[config.mk]
export PLATFORM = sky130hd
export DESIGN_NAME = nf10_axis_pkt_gen
export DESIGN_NICKNAME = d
export VERILOG_FILES = /design/src/rtl/nf10_axis_pkt_gen.sv
export SDC_FILE = /design/constraint.sdc
export NUM_CORES = 1
export LEC_CHECK = 0
export ABC_AREA = 1
export BUFFER_PORTS_ARGS = -buffer_cell sky130_fd_sc_hd__clkbuf_2
export CAP_MARGIN = 15
export CORE_AREA = 3 3 191 193
export CTS_BUF_LIST = sky130_fd_sc_hd__clkbuf_16
export DETAILED_ROUTE_END_ITERATION = 6
export DIE_AREA = 0 0 194 196
export PLACE_DENSITY = 0.56
export RECOVER_POWER = 25
export REMOVE_ABC_BUFFERS = 1
export SLEW_MARGIN = 20
export SYNTH_ARGS = -nofsm -noshare
export SYNTH_HDL_FRONTEND = slang
export SYNTH_SLANG_ARGS = --single-unit
[constraint.sdc]
create_clock -name aclk -period 4.75 [get_ports aclk]
set_input_delay 0.7125 -clock aclk [delete_from_list [all_inputs] [get_ports aclk]]
set_output_delay 0.7125 -clock aclk [all_outputs]
set_load 0.03 [all_outputs]
[src/rtl/nf10_axis_pkt_gen.sv]
// nf10_axis_pkt_gen
// AXI4-Stream master that emits deterministic test packets on the 256-bit
// NetFPGA-10G data path. A start pulse in IDLE latches the packet length,
// the packet count and the inter-frame gap, and the run then proceeds with
// no further input except backpressure.
//
// Ports
//   aclk, reset        clock, synchronous active-high reset
//   start              one-cycle run request, honoured only in IDLE
//   pkt_len            packet length in bytes (0 means 64)
//   num_pkts           packets per run (0 means no run, just clears pkt_count)
//   ifg_cycles         idle cycles between packets
//   busy               high while SEND or GAP
//   pkt_count          packets completed since the last accepted start
//   m_axis_*           AXI4-Stream master (tdata/tstrb/tuser/tvalid/tready/tlast)
//
// Byte lane j of beat b carries (32*b + j) mod 256, which is simply
// {b[2:0], j[4:0]}. tuser carries {dst, src, length} in its low 32 bits.
module nf10_axis_pkt_gen #(
   parameter int         C_M_AXIS_DATA_WIDTH  = 256,
   parameter int         C_M_AXIS_TUSER_WIDTH = 128,
   parameter logic [7:0] C_SRC_PORT           = 8'h01,
   parameter logic [7:0] C_DST_PORT           = 8'h04
) (
   input  logic                              aclk,
   input  logic                              reset,
   input  logic                              start,
   input  logic [15:0]                       pkt_len,
   input  logic [15:0]                       num_pkts,
   input  logic [7:0]                        ifg_cycles,
   output logic                              busy,
   output logic [31:0]                       pkt_count,
   output logic [C_M_AXIS_DATA_WIDTH-1:0]    m_axis_tdata,
   output logic [C_M_AXIS_DATA_WIDTH/8-1:0]  m_axis_tstrb,
   output logic [C_M_AXIS_TUSER_WIDTH-1:0]   m_axis_tuser,
   output logic                              m_axis_tvalid,
   input  logic                              m_axis_tready,
   output logic                              m_axis_tlast
);

   localparam int STRB_W = C_M_AXIS_DATA_WIDTH / 8;

   typedef enum logic [1:0] {IDLE, SEND, GAP} state_t;

   state_t      state;
   logic [15:0] len_q;
   logic [15:0] rem_q;
   logic [7:0]  ifg_q;
   logic [7:0]  gap_cnt;
   logic [10:0] beat;

   function automatic logic [15:0] eff_len(input logic [15:0] l);
      return (l == 16'd0) ? 16'd64 : l;
   endfunction

   // Index of the last beat, (L-1) >> 5; 11 bits cover L up to 65535.
   function automatic logic [10:0] last_beat(input logic [15:0] l);
      logic [15:0] m;
      m = eff_len(l) - 16'd1;
      return m[15:5];
   endfunction

   function automatic logic [C_M_AXIS_DATA_WIDTH-1:0] beat_data(input logic [10:0] b);
      logic [C_M_AXIS_DATA_WIDTH-1:0] d;
      d = '0;
      for (int j = 0; j < STRB_W; j++)
         d[8*j +: 8] = {b[2:0], 5'(j)};
      return d;
   endfunction

   function automatic logic [STRB_W-1:0] beat_strb(input logic [10:0] b,
                                                   input logic [15:0] l);
      logic [STRB_W-1:0] s;
      logic [15:0]       e;
      e = eff_len(l);
      s = '1;
      // Partial last beat keeps only the low (L mod 32) lanes.
      if (b == last_beat(l) && e[4:0] != 5'd0)
         s = ~(s << e[4:0]);
      return s;
   endfunction

   function automatic logic [C_M_AXIS_TUSER_WIDTH-1:0] beat_user(input logic [15:0] l);
      logic [C_M_AXIS_TUSER_WIDTH-1:0] u;
      u        = '0;
      u[15:0]  = eff_len(l);
      u[23:16] = C_SRC_PORT;
      u[31:24] = C_DST_PORT;
      return u;
   endfunction

   // Contents of the beat that would be presented after the next load.
   // In IDLE the length comes straight from the port so the first beat can
   // be registered on the same edge that latches it.
   logic [10:0]                     nxt_beat;
   logic [15:0]                     src_len;
   logic [C_M_AXIS_DATA_WIDTH-1:0]  nxt_data;
   logic [STRB_W-1:0]               nxt_strb;
   logic [C_M_AXIS_TUSER_WIDTH-1:0] nxt_user;
   logic                            nxt_last;

   always_comb begin
      src_len  = (state == IDLE) ? pkt_len : len_q;
      nxt_beat = 11'd0;
      if (state == SEND && !m_axis_tlast)
         nxt_beat = beat + 11'd1;
      nxt_data = beat_data(nxt_beat);
      nxt_strb = beat_strb(nxt_beat, src_len);
      nxt_user = beat_user(src_len);
      nxt_last = (nxt_beat == last_beat(src_len));
   end

   always_ff @(posedge aclk) begin
      if (reset) begin
         state         <= IDLE;
         len_q         <= '0;
         rem_q         <= '0;
         ifg_q         <= '0;
         gap_cnt       <= '0;
         beat          <= '0;
         busy          <= 1'b0;
         pkt_count     <= '0;
         m_axis_tdata  <= '0;
         m_axis_tstrb  <= '0;
         m_axis_tuser  <= '0;
         m_axis_tvalid <= 1'b0;
         m_axis_tlast  <= 1'b0;
      end else begin
         case (state)
            IDLE: begin
               if (start) begin
                  pkt_count <= '0;
                  if (num_pkts != 16'd0) begin
                     len_q         <= pkt_len;
                     rem_q         <= num_pkts;
                     ifg_q         <= ifg_cycles;
                     state         <= SEND;
                     busy          <= 1'b1;
                     beat          <= nxt_beat;
                     m_axis_tvalid <= 1'b1;
                     m_axis_tdata  <= nxt_data;
                     m_axis_tstrb  <= nxt_strb;
                     m_axis_tuser  <= nxt_user;
                     m_axis_tlast  <= nxt_last;
                  end
               end
            end

            SEND: begin
               if (m_axis_tvalid && m_axis_tready) begin
                  if (m_axis_tlast) begin
                     pkt_count <= pkt_count + 32'd1;
                     rem_q     <= rem_q - 16'd1;
                  end
                  if (m_axis_tlast && rem_q == 16'd1) begin
                     state         <= IDLE;
                     busy          <= 1'b0;
                     m_axis_tvalid <= 1'b0;
                     m_axis_tlast  <= 1'b0;
                  end else if (m_axis_tlast && ifg_q != 8'd0) begin
                     state         <= GAP;
                     gap_cnt       <= ifg_q;
                     m_axis_tvalid <= 1'b0;
                     m_axis_tlast  <= 1'b0;
                  end else begin
                     // Next beat, or first beat of the next packet with no bubble.
                     beat         <= nxt_beat;
                     m_axis_tdata <= nxt_data;
                     m_axis_tstrb <= nxt_strb;
                     m_axis_tuser <= nxt_user;
                     m_axis_tlast <= nxt_last;
                  end
               end
            end

            GAP: begin
               // gap_cnt is loaded with ifg, so tvalid is low for ifg cycles.
               if (gap_cnt == 8'd1) begin
                  state         <= SEND;
                  beat          <= nxt_beat;
                  m_axis_tvalid <= 1'b1;
                  m_axis_tdata  <= nxt_data;
                  m_axis_tstrb  <= nxt_strb;
                  m_axis_tuser  <= nxt_user;
                  m_axis_tlast  <= nxt_last;
               end else begin
                  gap_cnt <= gap_cnt - 8'd1;
               end
            end

            default: state <= IDLE;
         endcase
      end
   end

endmodule

; ---- Word level (Yosys, flattened, before mapping)
; Cells that the tools add are included.
[word_totals]
register_bits = 512
memories = 0
romBits = 0
input_bits = 44
output_inout_bits = 451
mem_bits_rw = 0
latchBits = 0
[op_classes]
bitwise_logic = 1
n_reduce_logical = 23
div_mod_pow = 0
n_lt_le_gt_ge = 0
eq_ne = 16
mux = 70
n_mul = 0
n_addsub = 5
shifts = 1
[op_table]
columns = operator, n
row1 = 256-bit two-way mux, 6
row2 = 128-bit two-way mux, 6
row3 = 256-bit case mux with 3 select lines, 1
row4 = 128-bit case mux with 3 select lines, 1
row5 = 32-bit two-way mux, 10
row6 = 16-bit two-way mux, 6
row7 = 32-bit case mux with 3 select lines, 1
row8 = 11-bit two-way mux, 7
row9 = 32-bit case mux with 2 select lines, 1
row10 = 11-bit case mux with 3 select lines, 1
row11 = 32-bit by 1-bit adder with 32-bit output (second input constant), 1
row12 = 8-bit two-way mux, 4
row13 = 32-bit inverter, 1
row14 = 16-bit case mux with 2 select lines, 1
row15 = 32-bit by 5-bit << shifter with 32-bit output (first input constant), 1
row16 = 16-bit by 1-bit subtractor with 16-bit output (second input constant), 2
row17 = 5-bit AND reduction, 5
row18 = 16-bit by 1-bit equality test with 1-bit output (second input constant), 1
row19 = 16-bit zero test, 1
row20 = 8-bit case mux with 2 select lines, 1
row21 = 16-bit nonzero test, 1
row22 = 1-bit two-way mux, 14
row23 = 2-bit two-way mux, 6
row24 = 2-bit != test (second input constant), 6
row25 = other kinds (22), 31

; ---- Logic depth before layout (Yosys ltp)
; Gate-level depths: netlist of run 1.
[logic_depth]
depth_word = 12
depth_mapped = 21
ltp_nobuf = 21

; ---- Least setup slack after synthesis of run 1
; No wires, ideal clock.
[synth_path]
path_type = reg-to-reg
startpoint = register beat[0]
endpoint = register m_axis_tstrb[21]
setup_slack_ns = 1.852
stages_incl_launch_ff = 19
arrival_ns = 2.760
t_required_ns = 4.612
period_less_slack_ns = 2.898
n_path_buf = 1
cell_sequence = dfxtp_1 -> ha_1 -> nand2_1 -> inv_1 -> nand2_1 -> nor2_1 -> inv_1 -> o21bai_1 -> nand3_1 -> xor2_1 -> o21ai_1 -> nand2_1 -> nor2_1 -> nand3_1 -> nor2_2 -> nand3_4 -> nand2_4 -> buf_12 -> a21oi_2
[synth_between]
elab_chain_cells = 9
word_cells_on_any_way = 12
classes_between = add/sub (1) / eq/ne (1) / mux (9) / reduce/logical (1)
[synth_lines]
columns = item, line_no
row1 = "start, declared", 50  ; logic [10:0] beat;
row2 = "start signal, assigned", 139  ; beat <= nxt_beat;
row3 = "start signal, assigned", 167  ; beat <= nxt_beat;
row4 = "start signal, assigned", 180  ; beat <= nxt_beat;
row5 = 11-bit by 1-bit adder with 11-bit output *, 106  ; nxt_beat = beat + 11'd1;
row6 = 11-bit two-way mux *, 105  ; if (state == SEND && !m_axis_tlast)
row7 = 11-bit equality test *, 78  ; if (b == last_beat(l) && e[4:0] != 5'd0)
row8 = 1-bit logical AND *, 78
row9 = 32-bit two-way mux *, 78
row10 = 32-bit two-way mux, 160  ; end else if (m_axis_tlast && ifg_q != 8'd0) begin
row11 = 32-bit two-way mux, 155  ; if (m_axis_tlast && rem_q == 16'd1) begin
row12 = 32-bit two-way mux, 150  ; if (m_axis_tvalid && m_axis_tready) begin
row13 = 32-bit case mux with 3 select lines *, 129  ; case (state)
row14 = "end signal, assigned", 142  ; m_axis_tstrb <= nxt_strb;
row15 = "end signal, assigned", 169  ; m_axis_tstrb <= nxt_strb;
row16 = "end signal, assigned", 183  ; m_axis_tstrb <= nxt_strb;
row17 = "end, declared", 34  ; output logic [C_M_AXIS_DATA_WIDTH/8-1:0] m_axis_tstrb,
; Every way passes the cells marked *; elsewhere a longest branch is shown, timed or not. The select of a mux whose other input is x is not followed.
; A chain may end at the register's enable or synchronous reset.

; ---- Final worst setup path of run 1
[layout_path]
startpoint = register beat[0]
endpoint = register m_axis_tstrb[4]
; The elaborated chain is that of the path after synthesis.

==> results of run 1 <==
[registers in the layout, indices dropped and copies added (netlist names)]
signal / count
m_axis_tstrb: 32
pkt_count: 32
len_q: 16
m_axis_tuser: 16
rem_q: 16
beat: 11
gap_cnt: 8
ifg_q: 8
state: 2
busy: 1
m_axis_tdata: 1
m_axis_tlast: 1
m_axis_tvalid: 1
[cells in the mapped netlist, types with 19 or more instances]
cell and instances:
a21oi_1 90, buf_4 367, clkbuf_1 29, dfxtp_1 145
inv_1 125, nand2_1 209, nand2_2 22, nand3_1 46
nand4_1 20, nor2_1 165, nor3_1 19, o21ai_0 107
xor2_1 22
[power by group through the flow]
| stage | Sequential, uW | Clock, uW | Combinational [uW] |
|---|---|---|---|
| 3_3_place_gp | 2020 | 0 | 5760 |
| 2_1_floorplan | 3250 | 0 | 2300 |
| 4_1_cts | 2010 | 1460 | 5790 |
| 6_report | 2000 | 1420 | 5680 |
| 5_1_grt | 2060 | 1510 | 6220 |
| 3_5_place_dp | 2030 | 0 | 5770 |
[worst paths after layout]
| check | start | to | depth (start not counted) |
|---|---|---|---|
| max | beat[0] | m_axis_tstrb[4] | 18 |
| min | pkt_count[31] | pkt_count[31] | 1 |
| max reg2reg | beat[0] | m_axis_tstrb[4] | 18 |
| min reg2reg | pkt_count[31] | pkt_count[31] | 1 |
[through the flow]
| step | utilization | power, uW | instances | setup WS (ns) |
|---|---|---|---|---|
| after global routing | 0.313 | 9790 | 2080 | 0.325 |
| after CTS | 0.317 | 9260 | 2080 | 0.990 |
| after global placement | 0.300 | 7780 | 2049 | 0.985 |
| after floorplan | - | 5540 | 1277 | -12.09 |
| final | 0.313 | 9100 | 2080 | 0.845 |
| after detailed placement | 0.300 | 7800 | 2049 | 1.01 |
[area by class of cell]
class / instances / area (sq um) / share of cell area
clock inverter: 14 / 180 / 0.0166
multi-input combinational: 1000 / 4810 / 0.442
sequential: 145 / 2900 / 0.267
clock buffer: 17 / 425 / 0.0391
timing repair buffer: 317 / 1490 / 0.137
tap: 455 / 569 / 0.0523
inverter: 132 / 497 / 0.0457
[worst reg2reg max path, cell delays in order (launching register included)]
cell,delay (ns)
dfxtp_1,0.30
clkbuf_1,1.09
ha_1,0.34
nand2_1,0.08
inv_1,0.08
nand2_1,0.07
nor2_1,0.12
inv_1,0.07
o21bai_1,0.12
nand3_1,0.19
xor2_1,0.24
o21ai_1,0.09
nand2_1,0.06
nor2_1,0.10
nand3_1,0.09
nor2_2,0.23
nand4_1,0.16
nand2_1,0.22
a21oi_1,0.11
[kinds of logic after synthesis]
family / synth area share
buffers and inverters: 0.330
AO/OA/AOI/OAI: 0.127
AND/OR/NAND/NOR: 0.236
flip-flops: 0.278
XOR/XNOR: 0.0218
other: 0.000359
adder cells (fa/ha/maj): 0.00718
[layer usage]
layer  GRT usage  vias up
li1            -     4468
met1       0.166     4004
met2       0.258      381
met3      0.0251       30
met4      0.0394        0
met5           0        -
==> flow_summary.yaml, run 1 <==
place:
  port_buffers: 304
  dpl-instance-area_sq_mm: 0.0104
  dp_hpwl_um: 21800
  gp_congestion: 0.820
timing:
  tightestPinTransition_ns: 1.52
  hold_viol: 0
  relSlewSlack: -0.0161
  finalSetupTns_ns: 0
  fin_skew_ns: 0.0141
  setup_viol: 0
  timing.fmax_ghz: 0.256
  period_share: 0.822
  rsz0062_at_grt: "false"
  drv_slew: 37
  worst_hold_slack_ns: 0.452
  period_minus_slack_ns: 3.91
floorplan:
  pin_count: 495
  die_x_um: 194
  fp-row-count: 68
  dieArea_sq_mm: 0.0380
  die_height_um: 196
  start_util: 0.301
  coreArea_sq_mm: 0.0347
synth:
  ys_types: 51
  synth.top_cell.area_share: 0.278
  post-synth-top-area-cell: "dfxtp_1"
  yosys-top-cells-area: "dfxtp_1 28%, buf_4 26%, nand2_1 7.5%, nor2_1 5.9%, o21ai_0 5.1%"
  yosysWarnings: 0
  syn_area_per_cell_sq_um: 6.99
  synth_edf_count: 0
  synthArstFlopShare: 0
  syn_area_sq_mm: 0.0105
  ys_seq_elements: 145
  seq_area_frac_synth: 0.278
  synthCells: 1496
  ys.flop_type: "dfxtp_1"
cts:
  cts-htree-levels: 4
  cts_buffer_depth: 2
  clk-insertion-delay-late_ns: 0.43
  cts_tree: "yes"
  numCtsBuffers: 17
  cts.sinks: 145
  cts-root-buf: "clkbuf_16"
  ctsHoldBuffers: 0
  cts_setup_buffers: 0
  cts_repair_resize_count: 0
  clk_pin_slew_ns: 0.06
finish:
  fillers: 3864
  final_area_sq_mm: 0.0109
  final_cell_mix: "209 x nand2_1, 204 x clkbuf_2, 190 x conb_1"
  fin_nets: 1663
  layout_commonest_cell: "nand2_1"
  syn_to_final_growth_pct: 4.09
  antenna_cells: 0
  drive_gt1_frac: 0.196
route:
  dr.pass1.iters: 5
  route.met3.wl_um: 1600
  via_per_inst: 4.27
  highest_layer: "met4"
  ant_nets: 0
  wl_met1_um: 11700
  avgRoutedWirePerCell_um: 13.7
  drc: 0
  vias: 8883
  wl_met2_um: 14600
  wl_um: 28400
  drtIter0Drc: 416
global_route:
  grt_pass1_wl_um: 43300
  gr-total-overflow: 0
  grt_antenna_before_repair: 0
  first_global_vias: 8078
  track_usage: 0.140
  grt_max_degree: 84
pwr:
  p_comb_frac: 0.624
  power.density_mw_per_mm2: 836
  pwr-share-clk: 0.156
  p_int_uw: 3860
  seqPwrFrac: 0.220
  p_leak_uw: 0.00511
  p_sw_frac: 0.576
  p_sw_uw: 5240
  vdd_drop_max_uv: 589
outcome:
  outcome: "finished with violations"
  violations: "max-capacitance violations, max-slew violations"
worst_setup_path:
  crit_family: "simple AND/OR/NAND/NOR gates"
  crit_top_cell: "nand2_1"
  reg2reg_slack_ns: 0.84
  cp-start-kind: "flop"
  crit_type: "reg2reg"
  cp.required_ns: 5.01
  slowest_delay_ns: 1.09
  critical_path_buf_inv_count: 3
  critPathMaxFanout: 36
  path_cells: "clkbuf_1, ha_1, nand2_1, inv_1, nand2_1, nor2_1, inv_1, o21bai_1, nand3_1, xor2_1, o21ai_1, nand2_1, nor2_1, nand3_1, nor2_2, nand4_1, nand2_1, a21oi_1"
  end_kind: "flop"
  cp_data_arrival_time_ns: 4.17
  crit_slowest_cell: "clkbuf_1"
min_path:
  hold_path.class: "reg2reg"
job:
  max_cap_viol_count: 1
(Power assumes the default switching activity.)
==> run 2: changes to the inputs <==
--- a/config.mk
+++ b/config.mk
@@ -5,13 +5,13 @@
 export SDC_FILE = /design/constraint.sdc
 export NUM_CORES = 1
 export LEC_CHECK = 0
-export ABC_AREA = 1
+export ABC_AREA = 0
 export BUFFER_PORTS_ARGS = -buffer_cell sky130_fd_sc_hd__clkbuf_2
 export CAP_MARGIN = 15
-export CORE_AREA = 3 3 191 193
+export CORE_AREA = 3 3 193 195
 export CTS_BUF_LIST = sky130_fd_sc_hd__clkbuf_16
 export DETAILED_ROUTE_END_ITERATION = 6
-export DIE_AREA = 0 0 194 196
+export DIE_AREA = 0 0 196 198
 export PLACE_DENSITY = 0.56
 export RECOVER_POWER = 25
 export REMOVE_ABC_BUFFERS = 1
==> constraint.sdc (replaced) <==
create_clock -name aclk -period 3.15 [get_ports aclk]
set_input_delay 0.4725 -clock aclk [delete_from_list [all_inputs] [get_ports aclk]]
set_output_delay 0.4725 -clock aclk [all_outputs]
set_load 0.03 [all_outputs]
==> run 2 against run 1 <==
The run now ends clean. Clock-buffer cell count stayed put. Worst hold slack worse by 0.18 ns. Cell count is 8.3% lower. Critical path type unchanged. Highest routed layer unchanged.
==> flow_summary.yaml, run 2 <==
finish:
  antenna_cells: 0
  drive_gt1_frac: 0.241
  syn_to_final_growth_pct: 9.66
  fin_nets: 1483
  reg_top3: "m_axis_tstrb x32, pkt_count x32"
  layout_commonest_cell: "clkbuf_2"
  final_cell_mix: "220 x clkbuf_2, 190 x conb_1, 157 x nor2_1"
  fin_util: 0.311
synth:
  synth.top_cell.area_share: 0.287
  synth_mux_area_frac: 0.0417
  ys.flop_type: "dfxtp_1"
  post-synth-top-area-cell: "dfxtp_1"
  syn_area_sq_mm: 0.0101
  synth_edf_count: 0
  synthArstFlopShare: 0
  synth-compound-area-share: 0.151
  seq_area_frac_synth: 0.287
  synth_top_cells_by_count: "368 x buf_4, 159 x nor2_1, 145 x dfxtp_1"
  syn_area_per_cell_sq_um: 7.92
  yosysWarnings: 0
  ys_seq_elements: 145
  ys_types: 64
  synth_top_family_by_area: "buffers and inverters"
  synthAdderAreaFrac: 0.00743
  synthCells: 1275
  synth_most_common_cell: "buf_4"
  synth_simple_gate_area_share: 0.172
  yosys-top-cells-area: "dfxtp_1 29%, buf_4 27%, nor2_1 5.9%, mux2i_1 4.1%, a211oi_1 3.2%"
  synth_xor_area_frac: 0.0386
timing:
  worst_hold_slack_ns: 0.267
  hold_viol: 0
  period_minus_slack_ns: 3.10
  relSlewSlack: 0.361
  timing.fmax_ghz: 0.323
  finalSetupTns_ns: 0
  drv_slew: 0
  tightestPinTransition_ns: 0.956
  setup_viol: 0
  fin_skew_ns: 0.0112
  period_share: 0.984
place:
  gp_congestion: 0.847
  dp_hpwl_um: 20400
  port_buffers: 304
route:
  avgRoutedWirePerCell_um: 14.1
  vias: 8486
  dr.pass1.iters: 5
  drc: 0
  wl_um: 27000
  via_per_inst: 4.45
  drtIter0Drc: 536
  ant_nets: 0
global_route:
  track_usage: 0.127
  first_global_vias: 7575
  gr-total-overflow: 0
  grt_max_degree: 51
  grt_antenna_before_repair: 0
  grt_pass1_wl_um: 40300
worst_setup_path:
  reg2reg_from: "state[1]"
  slowest_delay_ns: 0.53
  r2r_end: "m_axis_tstrb[12]"
  critPathMaxFanout: 15
  cp.required_ns: 3.47
  cp_data_arrival_time_ns: 3.41
  critical_path_buf_inv_count: 3
  path_cells: "or4_1, o31a_2, buf_4, nor3_4, a31oi_2, xnor2_1, or4_4, nor4_4, buf_6, clkbuf_16, a31oi_1"
  reg2reg_slack_ns: 0.05
  crit_family: "simple AND/OR/NAND/NOR gates"
  crit_slowest_cell: "or4_1"
  end_kind: "flop"
  cp-start-kind: "flop"
  reg2regPathDepth: 11
  crit_type: "reg2reg"
outcome:
  outcome: "finished clean"
pwr:
  vdd_drop_max_uv: 262
  power.density_mw_per_mm2: 626
  p_leak_uw: 0.00505
  finalPower_uw: 6940
min_path:
  hp-start: "ifg_cycles[6]"
  hold_path.class: "in2reg"
  whs_path_depth: 3
  min_to: "ifg_q[6]"
floorplan:
  dieArea_sq_mm: 0.0388
  coreArea_sq_mm: 0.0356
  die_height_um: 198
  start_util: 0.284
  fp-row-count: 69
  die_x_um: 196
  pin_count: 495
cts:
  cts_tree: "yes"
  clk_pin_slew_ns: 0.06
  clk-insertion-delay-late_ns: 0.43
  ctsHoldBuffers: 0
  cts-root-buf: "clkbuf_16"
  cts_buffer_depth: 2
  cts-htree-levels: 4
  numCtsBuffers: 17
  cts.sinks: 145
job:
  max_cap_viol_count: 0
[run 2: cell families (layout without fill, tap and decap cells)]
group | after synthesis | count (layout)
muxes | 42 | 42
DFF | 145 | 145
xor gates and xnor gates | 43 | 43
other | 1 | 190
buffers and inverters | 435 | 417
and+or+nand+nor | 368 | 368
AOI/OAI and AO/OA | 235 | 235
adders and majority gates | 6 | 6
[run 2: worst max path at each step]
stage                        end               from  depth (start not counted)
3_3_place_gp    m_axis_tstrb[22]         pkt_len[2]                         10
4_1_cts         m_axis_tstrb[22]           state[0]                         11
5_1_grt         m_axis_tstrb[22]           state[1]                         11
2_1_floorplan  m_axis_tdata[252]  m_axis_tdata[252]                          2
3_5_place_dp    m_axis_tstrb[22]         pkt_len[2]                         10
6_report        m_axis_tstrb[12]           state[1]                         11
[run 2: power by group]
group	internal, uW	total [uW]	leakage [uW]	switching, uW
registers	2020	2180	0.00119	164
logic	769	2690	0.00357	1920
clock network	1240	2070	0.000285	830
[run 2: metrics by stage]
step / worst slack [ns] / instance area, sq um / std cells
3_5_place_dp: -0.0387 / 10400 / 1867
5_1_grt: -0.0387 / 11100 / 1907
4_1_cts: 0.0214 / 11000 / 1899
6_report: 0.0502 / 11100 / 1907
2_1_floorplan: -13.68 / 7820 / 1044
3_3_place_gp: -0.0256 / 10400 / 1867
[run 2: worst reg2reg max path, cell delays in order, from the launching register on]
cell and delay (ns):
dfxtp_4 0.38, or4_1 0.53, o31a_2 0.16, buf_4 0.16, nor3_4 0.21, a31oi_2 0.13
xnor2_1 0.14, or4_4 0.53, nor4_4 0.30, buf_6 0.18, clkbuf_16 0.18, a31oi_1 0.08
[run 2: what timing repair did]
action                                  4_1_cts  5_1_grt
gates resized for setup                       0       21
setup buffers                                 0        6
endpoints found under the setup margin        0       32
endpoints found under the hold margin         0        0
[run 2: layer usage]
layer / up-vias / share of wire / track usage
li1: 4151 / - / -
met1: 3918 / 0.42 / 0.155
met2: 388 / 0.49 / 0.222
met3: 29 / 0.068 / 0.0257
met4: 0 / 0.020 / 0.0491
met5: - / 0 / 0
[run 2: final cells by class]
class | instances | area (sq um)
fill | 3829 | 24500
timing repair buffer | 370 | 1970
inverter | 15 | 56.3
clock inverter | 15 | 170
clock buffer | 17 | 425
sequential | 145 | 2910
tap | 461 | 577
multi-input combinational | 884 | 4970
